--- config.mk ---
export PLATFORM = sky130hd
export DESIGN_NAME = pp_periph_bridge
export DESIGN_NICKNAME = d
export VERILOG_FILES = /design/src/rtl/pp_periph_bridge_pkg.sv /design/src/rtl/pp_lane_align.sv /design/src/rtl/pp_periph_bridge.sv
export SDC_FILE = /design/constraint.sdc
export NUM_CORES = 1
export LEC_CHECK = 0
export CORE_ASPECT_RATIO = 1.2
export CORE_MARGIN = 3
export CORE_UTILIZATION = 35
export CTS_BUF_LIST = sky130_fd_sc_hd__clkbuf_4 sky130_fd_sc_hd__clkbuf_8 sky130_fd_sc_hd__clkbuf_16
export DETAILED_ROUTE_END_ITERATION = 16
export PLACE_DENSITY_LB_ADDON = 0.12
export SYNTH_ARGS = -nofsm -noshare
export SYNTH_HDL_FRONTEND = slang
export SYNTH_SLANG_ARGS = --single-unit
--- constraint.sdc ---
create_clock -name clk -period 2.6 [get_ports clk]
set_clock_uncertainty 0.05 [all_clocks]
set_input_delay 0.65 -clock clk [delete_from_list [all_inputs] [get_ports clk]]
set_output_delay 0.65 -clock clk [all_outputs]
set_load 0.005 [all_outputs]
--- src/rtl/pp_periph_bridge_pkg.sv ---
// Shared definitions for the core-to-peripheral bridge: FSM states, the
// default window base and the byte-enable patterns the bridge accepts.
package pp_periph_bridge_pkg;

  typedef enum logic [1:0] {
    ST_IDLE    = 2'd0,
    ST_ACCESS  = 2'd1,
    ST_CAPTURE = 2'd2,
    ST_RESP    = 2'd3
  } state_t;

  localparam logic [31:0] PP_BASE_ADDR = 32'h1000_0000;
  localparam int          PP_WIN_BITS  = 8;

  // Byte-enable patterns the peripheral bus can carry.
  localparam logic [3:0] BE_B0 = 4'b0001;
  localparam logic [3:0] BE_B1 = 4'b0010;
  localparam logic [3:0] BE_B2 = 4'b0100;
  localparam logic [3:0] BE_B3 = 4'b1000;
  localparam logic [3:0] BE_H0 = 4'b0011;
  localparam logic [3:0] BE_H1 = 4'b1100;
  localparam logic [3:0] BE_W  = 4'b1111;

  // Index of the lowest enabled byte lane.
  function automatic logic [1:0] be_offset(input logic [3:0] be);
    if (be[0])      return 2'd0;
    else if (be[1]) return 2'd1;
    else if (be[2]) return 2'd2;
    else            return 2'd3;
  endfunction

  // True for a byte-enable shape the bridge can translate.
  function automatic logic be_pattern_ok(input logic [3:0] be);
    case (be)
      BE_B0, BE_B1, BE_B2, BE_B3, BE_H0, BE_H1, BE_W: return 1'b1;
      default:                                        return 1'b0;
    endcase
  endfunction

  // Expands byte enables into a 32-bit data mask.
  function automatic logic [31:0] byte_mask(input logic [3:0] be);
    return {{8{be[3]}}, {8{be[2]}}, {8{be[1]}}, {8{be[0]}}};
  endfunction

endpackage

--- src/rtl/pp_lane_align.sv ---
// Combinational lane logic: request legality, lane offset, and the
// write-down / read-up shifts between core lanes and peripheral bit 0.
module pp_lane_align
  import pp_periph_bridge_pkg::*;
#(
  parameter logic [31:0] BASE_ADDR = PP_BASE_ADDR,
  parameter int          WIN_BITS  = PP_WIN_BITS
) (
  input  logic [31:WIN_BITS] req_page,
  input  logic [1:0]         req_lo,
  input  logic [3:0]         req_be,
  input  logic [31:0]        req_wdata,
  input  logic [1:0]         cap_offset,
  input  logic [31:0]        cap_rdata,
  output logic               req_legal,
  output logic [1:0]         req_offset,
  output logic [31:0]        wr_down,
  output logic [31:0]        rd_up
);

  logic in_window;

  // Legality: inside the window, a supported shape, and aligned to its lowest lane.
  always_comb begin
    req_offset = be_offset(req_be);
    in_window  = (req_page == BASE_ADDR[31:WIN_BITS]);
    req_legal  = in_window && be_pattern_ok(req_be) && (req_lo == req_offset);
  end

  // Lane shifts: selected store lanes drop to bit 0; load data rises to its lane.
  always_comb begin
    wr_down = (req_wdata & byte_mask(req_be)) >> {req_offset, 3'b000};
    rd_up   = cap_rdata << {cap_offset, 3'b000};
  end

endmodule

--- src/rtl/pp_periph_bridge.sv ---
// Bridge from the core data-memory port to the 8-bit-address peripheral bus.
// One transaction at a time; every legal request produces exactly one
// peripheral strobe, illegal ones produce none and answer with an error.
//
// Handshake: the core raises dmem_req and holds it (with its fields stable)
// until a cycle in which dmem_gnt is high; that cycle is the acceptance.
// dmem_rvalid is a single-cycle strobe with dmem_err/dmem_rdata valid
// alongside it; there is no back-pressure on the response.
module pp_periph_bridge
  import pp_periph_bridge_pkg::*;
#(
  parameter logic [31:0] BASE_ADDR = PP_BASE_ADDR,
  parameter int          WIN_BITS  = PP_WIN_BITS
) (
  input  logic        clk,
  input  logic        rst,
  input  logic        dmem_req,
  input  logic        dmem_we,
  input  logic [31:0] dmem_addr,
  input  logic [3:0]  dmem_be,
  input  logic [31:0] dmem_wdata,
  output logic        dmem_gnt,
  output logic        dmem_rvalid,
  output logic        dmem_err,
  output logic [31:0] dmem_rdata,
  output logic [7:0]  p_addr,
  output logic        p_wr,
  output logic        p_rd,
  output logic [31:0] p_wdata,
  input  logic [31:0] p_rdata,
  output state_t      dbg_state
);

  state_t      state_q, state_d;
  logic        we_q;
  logic [1:0]  off_q;
  logic        err_q;
  logic [31:0] rdata_q;
  logic [7:0]  p_addr_q;
  logic [31:0] p_wdata_q;

  logic        accept;
  logic        req_legal;
  logic [1:0]  req_offset;
  logic [31:0] wr_down;
  logic [31:0] rd_up;

  pp_lane_align #(
    .BASE_ADDR (BASE_ADDR),
    .WIN_BITS  (WIN_BITS)
  ) u_lane_align (
    .req_page   (dmem_addr[31:WIN_BITS]),
    .req_lo     (dmem_addr[1:0]),
    .req_be     (dmem_be),
    .req_wdata  (dmem_wdata),
    .cap_offset (off_q),
    .cap_rdata  (p_rdata),
    .req_legal  (req_legal),
    .req_offset (req_offset),
    .wr_down    (wr_down),
    .rd_up      (rd_up)
  );

  // Next state and state-decoded outputs.
  always_comb begin
    state_d     = state_q;
    dmem_gnt    = 1'b0;
    dmem_rvalid = 1'b0;
    p_wr        = 1'b0;
    p_rd        = 1'b0;
    accept      = 1'b0;
    case (state_q)
      ST_IDLE: begin
        dmem_gnt = 1'b1;
        accept   = dmem_req;
        if (dmem_req) state_d = req_legal ? ST_ACCESS : ST_RESP;
      end
      ST_ACCESS: begin
        p_wr    = we_q;
        p_rd    = ~we_q;
        state_d = we_q ? ST_RESP : ST_CAPTURE;
      end
      ST_CAPTURE: state_d = ST_RESP;
      ST_RESP: begin
        dmem_rvalid = 1'b1;
        state_d     = ST_IDLE;
      end
      default: state_d = ST_IDLE;
    endcase
  end

  // State register; reset aborts any transaction in flight.
  always_ff @(posedge clk or negedge rst) begin
    if (!rst) state_q <= ST_IDLE;
    else      state_q <= state_d;
  end

  // Request latch, peripheral drive registers and response registers.
  // Peripheral address/data only change on a legal acceptance so they hold
  // their last value between strobes; response fields clear after RESP.
  always_ff @(posedge clk or negedge rst) begin
    if (!rst) begin
      we_q      <= 1'b0;
      off_q     <= 2'd0;
      err_q     <= 1'b0;
      rdata_q   <= '0;
      p_addr_q  <= '0;
      p_wdata_q <= '0;
    end else begin
      if (accept) begin
        we_q    <= dmem_we;
        off_q   <= req_offset;
        err_q   <= ~req_legal;
        rdata_q <= '0;
        if (req_legal) begin
          p_addr_q  <= {dmem_addr[7:2], 2'b00};
          p_wdata_q <= wr_down;
        end
      end
      if (state_q == ST_CAPTURE) rdata_q <= rd_up;
      if (state_q == ST_RESP) begin
        err_q   <= 1'b0;
        rdata_q <= '0;
      end
    end
  end

  assign dmem_err   = err_q;
  assign dmem_rdata = rdata_q;
  assign p_addr     = p_addr_q;
  assign p_wdata    = p_wdata_q;
  assign dbg_state  = state_q;

endmodule
==> out/results.ini <==
[yosys]
ys_async_sr_fraction = 1.00
avgSynthCellArea_sq_um = 10.3
post_synth_num_cell_types = 45
synth_common_cells = sky130_fd_sc_hd__dfrtp_1, sky130_fd_sc_hd__nand2_1, sky130_fd_sc_hd__o21ai_0
synth.largest_area_cell = sky130_fd_sc_hd__dfrtp_1
proportion_of_synthesized_chip_area_in_sequential_cells = 0.475
synth_area_sq_um = 4000
most_frequently_used_cell_type_in_the_post_synthesis_netlist = sky130_fd_sc_hd__dfrtp_1
syn_inst = 387
synth-main-ff-cell = sky130_fd_sc_hd__dfrtp_1
synth_area_leaders = sky130_fd_sc_hd__dfrtp_1, sky130_fd_sc_hd__mux2i_1, sky130_fd_sc_hd__nand2_1, sky130_fd_sc_hd__mux2_4, sky130_fd_sc_hd__o21ai_0
number_of_flops_mapped_to_enable_cells_by_yosys = 0
ys_seq_elements = 76
netlist.area_leader.share = 0.475
yosys_warnings = 0

[routing]
detailroute.via_count = 3761
drcViolationCount = 0
antenna_left = 0
dr.max_layer_used = met4
drt-vias-per-instance = 5.13
postRouteWirelength_microns = 12300
avgRoutedWirePerCell_microns = 16.8
drt_pre_antenna_iters = 4
dr.first_iter.drc_count = 91
drt-met1-wl_microns = 5220
detailroute.wirelength.met2_microns = 6100
detailroute.wirelength.met3_microns = 835

[finish]
finalNonFillerCells = 733
postLayoutCoreUtil = 0.574
nNetsFinal = 683
num_antenna_cells = 0
fraction_of_final_layout_cells_with_drive_strength_greater_than_1 = 0.121
fillerInstances = 1002
layout-area-overhead-vs-synth_pct = 59.0

[power_and_ir_drop]
power.clock.fraction = 0.271
cell_pwr_density_nw_per_um2 = 725
pwr-share-comb = 0.391
switching_share = 0.309
netSwitchingPower_mw = 1.42
power.ir.vdd_worst_mv = 0.442
seq_power_share = 0.339
leakagePower_nw = 2.71
power_report.internal_total_mw = 3.19

[global_routing]
grt_antenna_before_repair = 0
grtUsageTotal = 0.197
number_of_global_route_vias_before_repair = 3955
wire_length_of_the_first_global_routing_pass_microns = 20200
grt_start_max_net_pins = 50
grt-ovfl-total = 0

[floorplan]
ioPinCount = 183
die_height_microns = 123
placement_rows = 42
die_width_microns = 104
core_area_sq_um = 11100
initial_core_util = 0.361
overall_die_area_sq_um = 12800

[cts]
cts.clk_slew.worst_paths_ns = 0.06
clk_path_buf_depth = 2
root_buffer = sky130_fd_sc_hd__clkbuf_16
htreeDepth = 3
tritoncts.num_buffers = 9
cts_setup_buffers = 0
clock_tree_from_tritoncts = built
worst_skew_pair.late_latency_ns = 0.33
cts_hold_repair.buffers = 0
gates_resized_cts_repair = 0
number_of_clock_sinks = 76

[timing]
finalWorstPathRequiredPeriod_ns = 2.44
timing.final.setup_violations = 0
final-hold-violation-count = 0
period_share = 0.940
grt_setup_unrepaired = no
achievable-frequency_mhz = 409
worst-slew-pin-transition_ns = 0.728
number_of_pins_exceeding_their_max_slew_limit_in_the_final_report = 0
worst_slew_margin_rel = 0.513

[status]
status = completed

[place]
placedCellCount = 717
globalplace.congestion = 0.862
hpwl_microns = 9550
placement.io_buffers = 180

[critical_path]
cp_data_arrival_time_ns = 2.60
timing.critical_path.to_type = flop
crit_chain = clkdlybuf4s50_1 -> nor4bb_1 -> a21oi_1 -> a2111o_2 -> buf_12 -> buf_4 -> nand2_1 -> o21ai_0
setup.worst_path.class = primary input to flop
crit_required_ns = 2.76
cpPeakStageDelay_ns = 0.60
critical_path_peak_fanout = 45
worst-r2r-setup-slack_ns = 0.49
cp-start-kind = primary input
worst_path_max_delay_cell = sky130_fd_sc_hd__clkdlybuf4s50_1

[job]
max_cap_violations = 0

[hold_path]
hold_path_class = primary input to asynchronous set/reset pin

==> flip-flops by register name, summed over array words and instances, names as in the netlist <==
register / cells
we_q: 1
dmem_err: 1
p_wdata: 32
dmem_rdata: 32
p_addr: 6
dbg_state: 2
off_q: 2
==> area by class of cell <==
class / count / area [sq um] / share of cell area
flip-flops and latches: 76 / 1900 / 0.299
multi-input cells: 274 / 1900 / 0.299
inverters: 5 / 18.8 / 0.00295
well taps: 154 / 193 / 0.0303
clock inverters: 6 / 63.8 / 0.0100
clock buffers: 10 / 239 / 0.0375
repair buffers: 208 / 2050 / 0.322
==> per-stage QoR <==
stage | hold WS (ns) | instance area [sq um] | setup TNS, ns | total power [mW] | worst slack [ns]
final | 0.299 | 6360 | 0 | 4.61 | 0.155
after CTS | 0.309 | 6360 | 0 | 4.67 | 0.146
after global routing | 0.339 | 6360 | 0 | 4.90 | 0.0248
after floorplan | 0.304 | 4010 | 0 | 2.43 | 0.387
after global placement | 0.413 | 6060 | -3.14 | 3.38 | -0.143
after detailed placement | 0.421 | 6060 | -4.57 | 3.41 | -0.198
==> worst paths after layout <==
kind | startpoint | endpoint | cells after the start
worst max-delay path | dmem_be[1] | p_wdata[31] | 8
worst min-delay path | rst | dmem_rdata[2] | 1
worst max register to register | dbg_state[0] | dmem_rdata[4] | 6
worst min register to register | dmem_rdata[14] | dmem_rdata[14] | 2
max in group asynchronous | rst | p_wdata[28] | 2
min in group clk | dmem_rdata[14] | dmem_rdata[14] | 2
==> cell families after synthesis <==
| family | Yosys count | share of synthesized area |
|---|---|---|
| flip-flops | 76 | 0.475 |
| AND/OR/NAND/NOR | 119 | 0.135 |
| other | 1 | 0.000937 |
| buffers and inverters | 38 | 0.0525 |
| AO/OA/AOI/OAI | 104 | 0.194 |
| multiplexers | 44 | 0.127 |
| adder cells (fa/ha/maj) | 5 | 0.0156 |
==> per-layer routing <==
layer | global-route usage | vias up
met4 | 0.0574 | 0
met2 | 0.337 | 142
met1 | 0.246 | 1805
met5 | 0 | -
met3 | 0.0574 | 13
li1 | - | 1801
==> power groups by stage <==
stage / combinational [mW] / clock, mW / sequential [mW]
floorplan: 0.859 / 0 / 1.57
global placement: 1.80 / 0 / 1.58
detailed placement: 1.82 / 0 / 1.59
CTS: 1.82 / 1.28 / 1.57
global route: 1.98 / 1.33 / 1.59
finish: 1.80 / 1.25 / 1.56
==> cells in the final DEF, fill, tap and decap left out, types with 2 or more instances in the layout <==
cell type | Yosys | routed
sky130_fd_sc_hd__nor2b_1 | 3 | 3
sky130_fd_sc_hd__and2_1 | 6 | 6
sky130_fd_sc_hd__clkinvlp_4 | 0 | 2
sky130_fd_sc_hd__a22o_1 | 8 | 8
sky130_fd_sc_hd__nand2b_1 | 2 | 2
sky130_fd_sc_hd__mux2_2 | 9 | 9
sky130_fd_sc_hd__mux2_4 | 11 | 11
sky130_fd_sc_hd__dfrtp_1 | 76 | 76
sky130_fd_sc_hd__o311a_1 | 5 | 5
sky130_fd_sc_hd__o21ai_0 | 32 | 32
sky130_fd_sc_hd__nand3_1 | 10 | 10
sky130_fd_sc_hd__ha_1 | 5 | 5
sky130_fd_sc_hd__buf_12 | 1 | 3
sky130_fd_sc_hd__a221o_1 | 8 | 8
sky130_fd_sc_hd__nor2_1 | 21 | 21
sky130_fd_sc_hd__a21oi_1 | 2 | 2
sky130_fd_sc_hd__clkbuf_16 | 0 | 9
sky130_fd_sc_hd__o31ai_1 | 16 | 16
sky130_fd_sc_hd__a221oi_1 | 3 | 3
sky130_fd_sc_hd__o221ai_1 | 8 | 8
sky130_fd_sc_hd__nand2_1 | 62 | 62
sky130_fd_sc_hd__a32oi_1 | 5 | 5
sky130_fd_sc_hd__nor4_1 | 5 | 5
sky130_fd_sc_hd__clkdlybuf4s50_1 | 0 | 179
sky130_fd_sc_hd__inv_1 | 4 | 4
sky130_fd_sc_hd__clkinv_2 | 0 | 2
sky130_fd_sc_hd__a22oi_1 | 12 | 12
sky130_fd_sc_hd__mux2i_1 | 24 | 24
sky130_fd_sc_hd__buf_4 | 2 | 26
sky130_fd_sc_hd__conb_1 | 1 | 2
==> critical path, delay by kind of cell <==
kind                   cells  cell delay [ns]
buffers and inverters      3             0.97
AO/OA/AOI/OAI              3             0.64
AND/OR/NAND/NOR            2             0.33
Note: power is estimated with default switching activity, not from simulation.
==> variant, RTL diff (same settings) <==
Make the reset (`rst`) synchronous in 2 clocked blocks.
--- a/src/rtl/pp_periph_bridge.sv
+++ b/src/rtl/pp_periph_bridge.sv
@@ -90,7 +90,7 @@
   end
 
   // State register; reset aborts any transaction in flight.
-  always_ff @(posedge clk or negedge rst) begin
+  always_ff @(posedge clk) begin
     if (!rst) state_q <= ST_IDLE;
     else      state_q <= state_d;
   end
@@ -98,7 +98,7 @@
   // Request latch, peripheral drive registers and response registers.
   // Peripheral address/data only change on a legal acceptance so they hold
   // their last value between strobes; response fields clear after RESP.
-  always_ff @(posedge clk or negedge rst) begin
+  always_ff @(posedge clk) begin
     if (!rst) begin
       we_q      <= 1'b0;
       off_q     <= 2'd0;
Behaviour: differs if rst is asserted again (counterexample within 4 cycles, from zero or initial values and one cycle with rst low); with rst held inactive, the same outputs for 10 cycles.
==> variant against the original RTL <==
- sequential cell count unchanged
- synthesized cell count increased by 28%
- combinational power decreased by 21%
- worst setup slack improved by 47 ps
- routed wire length increased by 13%
- synthesized area increased by 0.88%
- core utilization increased by 0.19 points
- total power decreased by 14%
- clock power decreased by 7%
- final area increased by 0.81%
- sequential power decreased by 12%
- critical path depth decreased by 2
- largest power group unchanged
==> variant: results (changes against the original RTL) <==
* Status: finished, final reports clean
* Power Density at 618 nW/um^2 (-15%)
* Synth Area in XOR/XNOR at 0.00217 (+0.00217)
* Ys async rst share at 0 (-1.00)
* GRT Util Overall at 0.214 (+0.0163)
* Dpl cells at 821 (+15%)
* Post-DP HPWL at 10700 um (+12%)
* Combinational gate power at 1.43 mW (-21%)
* R2r setup slk at 320 ps (-170 ps)
* Synth Area in Compound Gates at 0.245 (+0.0507)
* Pin count of the biggest net entering global routing at 39 (-22%)
* Hold WC Path Type: reg -> reg
* CP Max Fanout at 26 (-42%)
* Initial DRC count at 152 (+67%)
* Reg-to-Reg Start: dbg_state[0]$_SDFFE_PN0P_
* Vias in the first global route at 4326 (+9.4%)
* Number of vias per cell at 5.20 (+1.4%)
* Hold WS at 400 ps (+101 ps)
* Worst vdd ir at 0.322 mV (-27%)
* Gpl congestion at 0.923 (+7.1%)
* FF-to-FF End: p_wdata[24]$_SDFFE_PN0P_
* Family with the most delay on the worst path: compound AO/OA/AOI/OAI gates
* Adder-Cell Fraction of Synth Area at 0.0124 (-0.00323)
* Clk pwr share at 0.292 (+0.021)
* Hold_sp: p_wdata[13]$_SDFFE_PN0P_
* Crit path largest cell delay at 560 ps (-40 ps)
* Post-Place Cell Area at 6140 um^2 (+1.3%)
* Synth area leaders: dfxtp_1, nand2_1, mux2i_1
* DR WL/cell at 16.6 um (-1.3%)
* First-pass GRT wire length at 22000 um (+8.8%)
* Crit path max-delay cell type: a21boi_1
* Pleak at 2.35 nW (-13%)
* Fillers at 1067 (+6.5%)
* Clk Latency, worst-skew pair at 330 ps (about the same)
* Total number of vias at 4351 (+16%)
* Most instantiated cells after synthesis: nand2_1, dfxtp_1, nor2_1, o21ai_0, a22oi_1
* Setup crit end: p_wdata[6]$_SDFFE_PN0P_
* Share of post-route cells with drive strength above 1 at 0.106 (-0.0153)
* Nets at 786 (+15%)
* Antenna cells at 0 (unchanged)
* Post-synthesis mux area share at 0.0967 (-0.0299)
* Dpl ws at -144 ps (+53.7 ps)
* Syn Area/Cell at 8.16 um^2 (-21%)
* Longest Clk Path Bufs at 2 (unchanged)
* CP Class: in -> reg
* Seq/Total Area, Yosys at 0.377 (-0.0983)
* Int Pwr at 2.72 mW (-15%)
* Reg2Reg Depth at 9 (+3)
* Synth Flop Type: dfxtp_1
* Fmax at 0.417 GHz (+2.0%)
* Netlist cell types at 49 (+8.9%)
* Worst-margin pin slew at 658 ps (-69.5 ps)
## variant: cell types whose count changed after synthesis, moves of 9 or more
cell | before | now
dfxtp_1 | 0 | 76
o21ai_0 | 32 | 43
mux2_4 | 11 | 0
nand4_1 | 1 | 16
dfrtp_1 | 76 | 0
o21a_1 | 0 | 9
clkbuf_1 | 16 | 30
a22oi_1 | 12 | 32
nor2_1 | 21 | 44
nand2_1 | 62 | 82
o31ai_1 | 16 | 0
## variant: cell type report
cell class,count,area (um^2),area share
clock buffers,11,253,0.0394
clock inverters,4,25.0,0.00390
inverters,4,15.0,0.00234
multi-input cells,370,2310,0.360
flip-flops and latches,76,1520,0.237
well taps,154,193,0.0300
repair buffers,217,2100,0.327
## variant: per-layer routing
layer	vias to the layer above	global-route usage	share of wire	wire length [um]
met5	-	0	0	0
li1	2154	-	-	-
met4	0	0.0756	0.018	257
met1	2025	0.246	0.41	5650
met3	16	0.0560	0.062	856
met2	156	0.385	0.51	7130
